`src/rtl/sw_debounce.sv`:
```
// Four-switch debouncer with clock-lock gating and a registered LED-mux select.
// Define SW_DEBOUNCE_ONEHOT_EN to force sel to zero and flag sel_err on multi-hot switch settings.
module sw_debounce #(
  parameter int DEBOUNCE_CYCLES = 250000,
  parameter int CNT_W           = 18
) (
  input  logic       clk25,
  input  logic       n_reset,
  input  logic       locked,
  input  logic [3:0] sw,
  output logic [3:0] sw_clean,
  output logic [3:0] sw_change,
  output logic [3:0] sel,
  output logic       sel_err
);

  localparam logic [CNT_W-1:0] CNT_MAX = CNT_W'(DEBOUNCE_CYCLES - 1);

  if ((DEBOUNCE_CYCLES < 1) || (longint'(DEBOUNCE_CYCLES) >= (longint'(1) << CNT_W))) begin : g_bad_cfg
    $error("sw_debounce: DEBOUNCE_CYCLES must be in [1, 2**CNT_W)");
  end

  logic [3:0]       sw_meta;
  logic [3:0]       sw_sync;
  logic             lock_meta;
  logic             lock_sync;
  logic [CNT_W-1:0] cnt [4];

`ifdef SW_DEBOUNCE_ONEHOT_EN
  function automatic logic is_onehot(input logic [3:0] v);
    return (v != 4'b0000) && ((v & (v - 4'd1)) == 4'b0000);
  endfunction
`endif

  // Synchronizer stage: both async inputs are double-flopped into clk25.
  always_ff @(posedge clk25 or negedge n_reset) begin
    if (!n_reset) begin
      sw_meta   <= 4'b0000;
      sw_sync   <= 4'b0000;
      lock_meta <= 1'b0;
      lock_sync <= 1'b0;
    end else begin
      sw_meta   <= sw;
      sw_sync   <= sw_meta;
      lock_meta <= locked;
      lock_sync <= lock_meta;
    end
  end

  // Debounce stage: a count survives only while the synced level keeps disagreeing with sw_clean.
  always_ff @(posedge clk25 or negedge n_reset) begin
    if (!n_reset) begin
      for (int i = 0; i < 4; i++) cnt[i] <= '0;
      sw_clean  <= 4'b0000;
      sw_change <= 4'b0000;
      sel       <= 4'b0000;
      sel_err   <= 1'b0;
    end else if (!lock_sync) begin
      for (int i = 0; i < 4; i++) cnt[i] <= '0;
      sw_clean  <= 4'b0000;
      sw_change <= 4'b0000;
      sel       <= 4'b0000;
      sel_err   <= 1'b0;
    end else begin
      for (int i = 0; i < 4; i++) begin
        sw_change[i] <= 1'b0;
        if (sw_sync[i] == sw_clean[i]) begin
          cnt[i] <= '0;
        end else if (cnt[i] == CNT_MAX) begin
          sw_clean[i]  <= sw_sync[i];
          sw_change[i] <= 1'b1;
          cnt[i]       <= '0;
        end else begin
          cnt[i] <= cnt[i] + 1'b1;
        end
      end
      // Select stage: registered from the previous sw_clean, one cycle behind it.
`ifdef SW_DEBOUNCE_ONEHOT_EN
      sel     <= is_onehot(sw_clean) ? sw_clean : 4'b0000;
      sel_err <= (sw_clean != 4'b0000) && !is_onehot(sw_clean);
`else
      sel     <= sw_clean;
      sel_err <= 1'b0;
`endif
    end
  end

endmodule

```
`config.mk`:
```
export PLATFORM = sky130hd
export DESIGN_NAME = sw_debounce
export DESIGN_NICKNAME = d
export VERILOG_FILES = /design/src/rtl/sw_debounce.sv
export SDC_FILE = /design/constraint.sdc
export NUM_CORES = 1
export LEC_CHECK = 0
export CELL_PAD_IN_SITES_DETAIL_PLACEMENT = 1
export CELL_PAD_IN_SITES_GLOBAL_PLACEMENT = 1
export CORE_MARGIN = 2
export CORE_UTILIZATION = 26
export CTS_BUF_LIST = sky130_fd_sc_hd__clkbuf_8 sky130_fd_sc_hd__clkbuf_16
export DETAILED_ROUTE_END_ITERATION = 10
export PLACE_DENSITY_LB_ADDON = 0.1
export SLEW_MARGIN = 20
export SYNTH_ARGS = -nofsm -noshare
export SYNTH_HDL_FRONTEND = slang
export SYNTH_SLANG_ARGS = --single-unit
export TNS_END_PERCENT = 10
```
`constraint.sdc`:
```
create_clock -name clk25 -period 4.7 [get_ports clk25]
set_input_delay 0.705 -clock clk25 [delete_from_list [all_inputs] [get_ports clk25]]
set_output_delay 0.705 -clock clk25 [all_outputs]
set_load 0.05 [all_outputs]
```
==> results.md <==
- Nets@finish: 453
- Number of enable flip-flop cells after synthesis: 0
- Critical path data arrival time: 1.57 ns
- Register area share after synthesis: 0.545
- CTS buffer count: 9
- Placement Rows: 47
- Final Skew: 0.00680 ns
- Port Buffers: 18
- DR pass1 iterations: 4
- Net Switching: 358 uW
- Crit path required time: 3.99 ns
- Maximum vdd drop: 0.182 mV
- CTS Sinks: 94
- Post-layout util: 0.306
- Ys flop type: dfrtp_1
- Post-synth ARST share: 1.00
- Reg-to-reg endpoint: cnt[3]
- Register-to-register path setup slack: 2.75 ns
- Commonest cells after routing, fill and taps aside: dfrtp_1 (94), nor2_1 (81), xnor2_1 (37)
- CTS tree: done
- Largest family of logic cells by synthesized area: simple AND/OR/NAND/NOR gates
- CP Launch Type: flop
- Number of max-cap violations: 0
- Longest Clk Path Bufs: 2
- Status: completed
- Actual slew at the worst max-slew pin: 0.889 ns
- Non-Filler Instances: 667
- Via count: 3068
- Most common cell after layout, fill and taps aside: dfrtp_1
- Post-CTS Setup Repair Bufs: 0
- Share of cells above drive strength 1: 0.0649
- Total power: 1.62 mW
- Dpl ws: 2.71 ns
- Drt drc: 0
- WHS: 0.350 ns
- Vias in the first global route: 3202
- Top Ports: 20
- CP Cell Sequence: clkdlybuf4s50_1
- Core box area: 16400 sq um
- CTS H-Tree Depth: 3
- Layout area overhead: 16.4%
- Fin. Hold Viols: 0
- Worst Path Max Fanout: 3
- Slew Viols, Final: 0
- Clk slew on worst S/H paths: 0.07 ns
- CTS resizes: 0
- Simple-gate portion of the synthesized area: 0.256
- Avg Cell Area, Syn: 10.2 sq um
- Max Freq: 0.439 GHz
- Power Density: 323 nW/um^2
- Crit share post-route: 0.485
- Sequential power share: 0.508
- Net Sw Frac: 0.221
- CP peak stage delay: 0.83 ns
- RSZ-0062 raised after global routing: false
- Post-synthesis compound-gate area fraction: 0.0336
- Levels on crit path: 1
- Syn. warnings: 0
- Unique masters post-synth: 41
- FF+latch area: 2350 sq um
- Die Y: 133 um
- Final setup violation count: 0
- Leak pwr: 2.00 nW
- Final Worst Setup Slack: 2.42 ns
- WL per Instance: 14.4 um
- Dpl cell area: 4720 sq um
- Reg2reg path depth: 4
- Design Area, Final: 5020 sq um
- Diode count: 0
- Width of the die: 133 um
- Fill cells: 1860
- Setup TNS: 0 ns
- DR vias/cell: 4.60
- Drt first-iter violations: 73
- P_int: 1.26 mW
- Critical path type: reg2out
- Inst Count DP: 651
- Synthesized Nets: 435
- Hpwl dp: 6400 um
- Clk_lat worst skew: 0.35 ns
- Logic pwr share: 0.026
- Grt ovf: 0
- Clock share of power: 0.466
- CP bufs+invs: 1
- Clock period minus worst slack: 2.28 ns
- Cells after Synth: 424
- Crit-path slowest cell: clkdlybuf4s50_1
- Synth Area in Adders: 0.0116
- Area of the multi-input gates: 1850 sq um
- Drt total wl: 9630 um
- CTS root buffer: clkbuf_16
- Global-route wire length before repair: 16500 um
- Synthesized area: 4320 sq um
- Critical Path End: sw_clean[1]
- Yosys reg bits: 94
- Initial Util: 0.263
- Post-DRT Antenna Nets: 0
- HP Class: reg2reg
- GRT Overall Usage: 0.119
- Slew Limit Headroom: 0.407
- Largest net degree at the start of global routing: 66
- Crit path from: sw_clean[1]
- CP endpoint kind: output pin
- FF-to-FF Start: cnt[5]
- Die Footprint: 17600 sq um
- Post-synthesis xor/xnor area fraction: 0.122
- GPL Wtd Cong: 0.712
- Hold_buf cts: 0
- Top delay family on crit path: buffers and inverters
- Mux contribution to synthesized area: 0.00464
- Initial antenna violation count: 0
## layout make-up
class                      count  area share
sequential                    94       0.468
multi-input combinational    303       0.368
tap                          220      0.0548
clock buffer                  11      0.0503
timing repair buffer          19      0.0369
inverter                      15      0.0112
clock inverter                 5     0.00997
## worst min-delay path by stage
stage,from,endpoint,slack [ns],cells after the start
2_1_floorplan,lock_meta,lock_sync,0.33,0
3_3_place_gp,lock_meta,lock_sync,0.33,0
3_5_place_dp,sw_meta[3],sw_sync[3],0.34,0
4_1_cts,sw_meta[3],sw_sync[3],0.35,0
5_1_grt,sw_meta[3],sw_sync[3],0.37,0
6_report,sw_meta[3],sw_sync[3],0.35,0
## routing by layer
metal  share of wire  global-route usage  vias to the layer above
li1                -                   -                     1493
met1            0.48               0.154                     1538
met2            0.48               0.192                       27
met3           0.026              0.0349                       10
met4           0.012              0.0358                        0
met5               0                   0                        -
## power by group through the flow
stage	combinational, mW	clock [mW]	sequential (mW)
floorplan	0.0194	0	0.836
global placement	0.0457	0	0.840
detailed placement	0.0460	0	0.840
CTS	0.0461	0.789	0.824
global route	0.0509	0.822	0.825
finish	0.0428	0.755	0.824
## Yosys cell counts, types with 2 or more instances
library cell | n | area (sq um)
nand3_1 | 22 | 110
inv_1 | 15 | 56.3
clkbuf_1 | 5 | 18.8
nor4b_1 | 4 | 35.0
a31o_2 | 3 | 26.3
or4_1 | 2 | 15.0
nand2_1 | 24 | 90.1
dfrtp_1 | 94 | 2350
ha_1 | 4 | 50.1
xnor2_1 | 37 | 324
and2_1 | 4 | 25.0
o21ai_0 | 4 | 20.0
nor4bb_1 | 3 | 30.0
nor2_1 | 81 | 304
nor3_1 | 9 | 45.0
nand4_2 | 2 | 25.0
or3_1 | 2 | 12.5
nor4_1 | 16 | 100
nand4_1 | 24 | 150
o31ai_1 | 2 | 15.0
a21oi_1 | 7 | 35.0
nand3_2 | 2 | 20.0
and3_1 | 10 | 62.6
mux2i_1 | 2 | 20.0
and4_1 | 4 | 35.0
xor2_1 | 23 | 201
buf_2 | 5 | 25.0
## state kept, by name, summed over array words and instances (netlist names)
name,count
cnt,72
sel,4
sw_change,4
sw_clean,4
sw_meta,4
sw_sync,4
lock_meta,1
lock_sync,1
## cell families (layout without fill, tap and decap cells)
group	count (synthesis)	in the layout
other	1	1
flip-flops	94	94
buffers and inverters	27	50
AND/OR/NAND/NOR	215	215
adder cells (fa/ha/maj)	4	4
multiplexers	2	2
AO/OA/AOI/OAI	21	21
XOR/XNOR	60	60
Power figures use the tool's default switching activity.
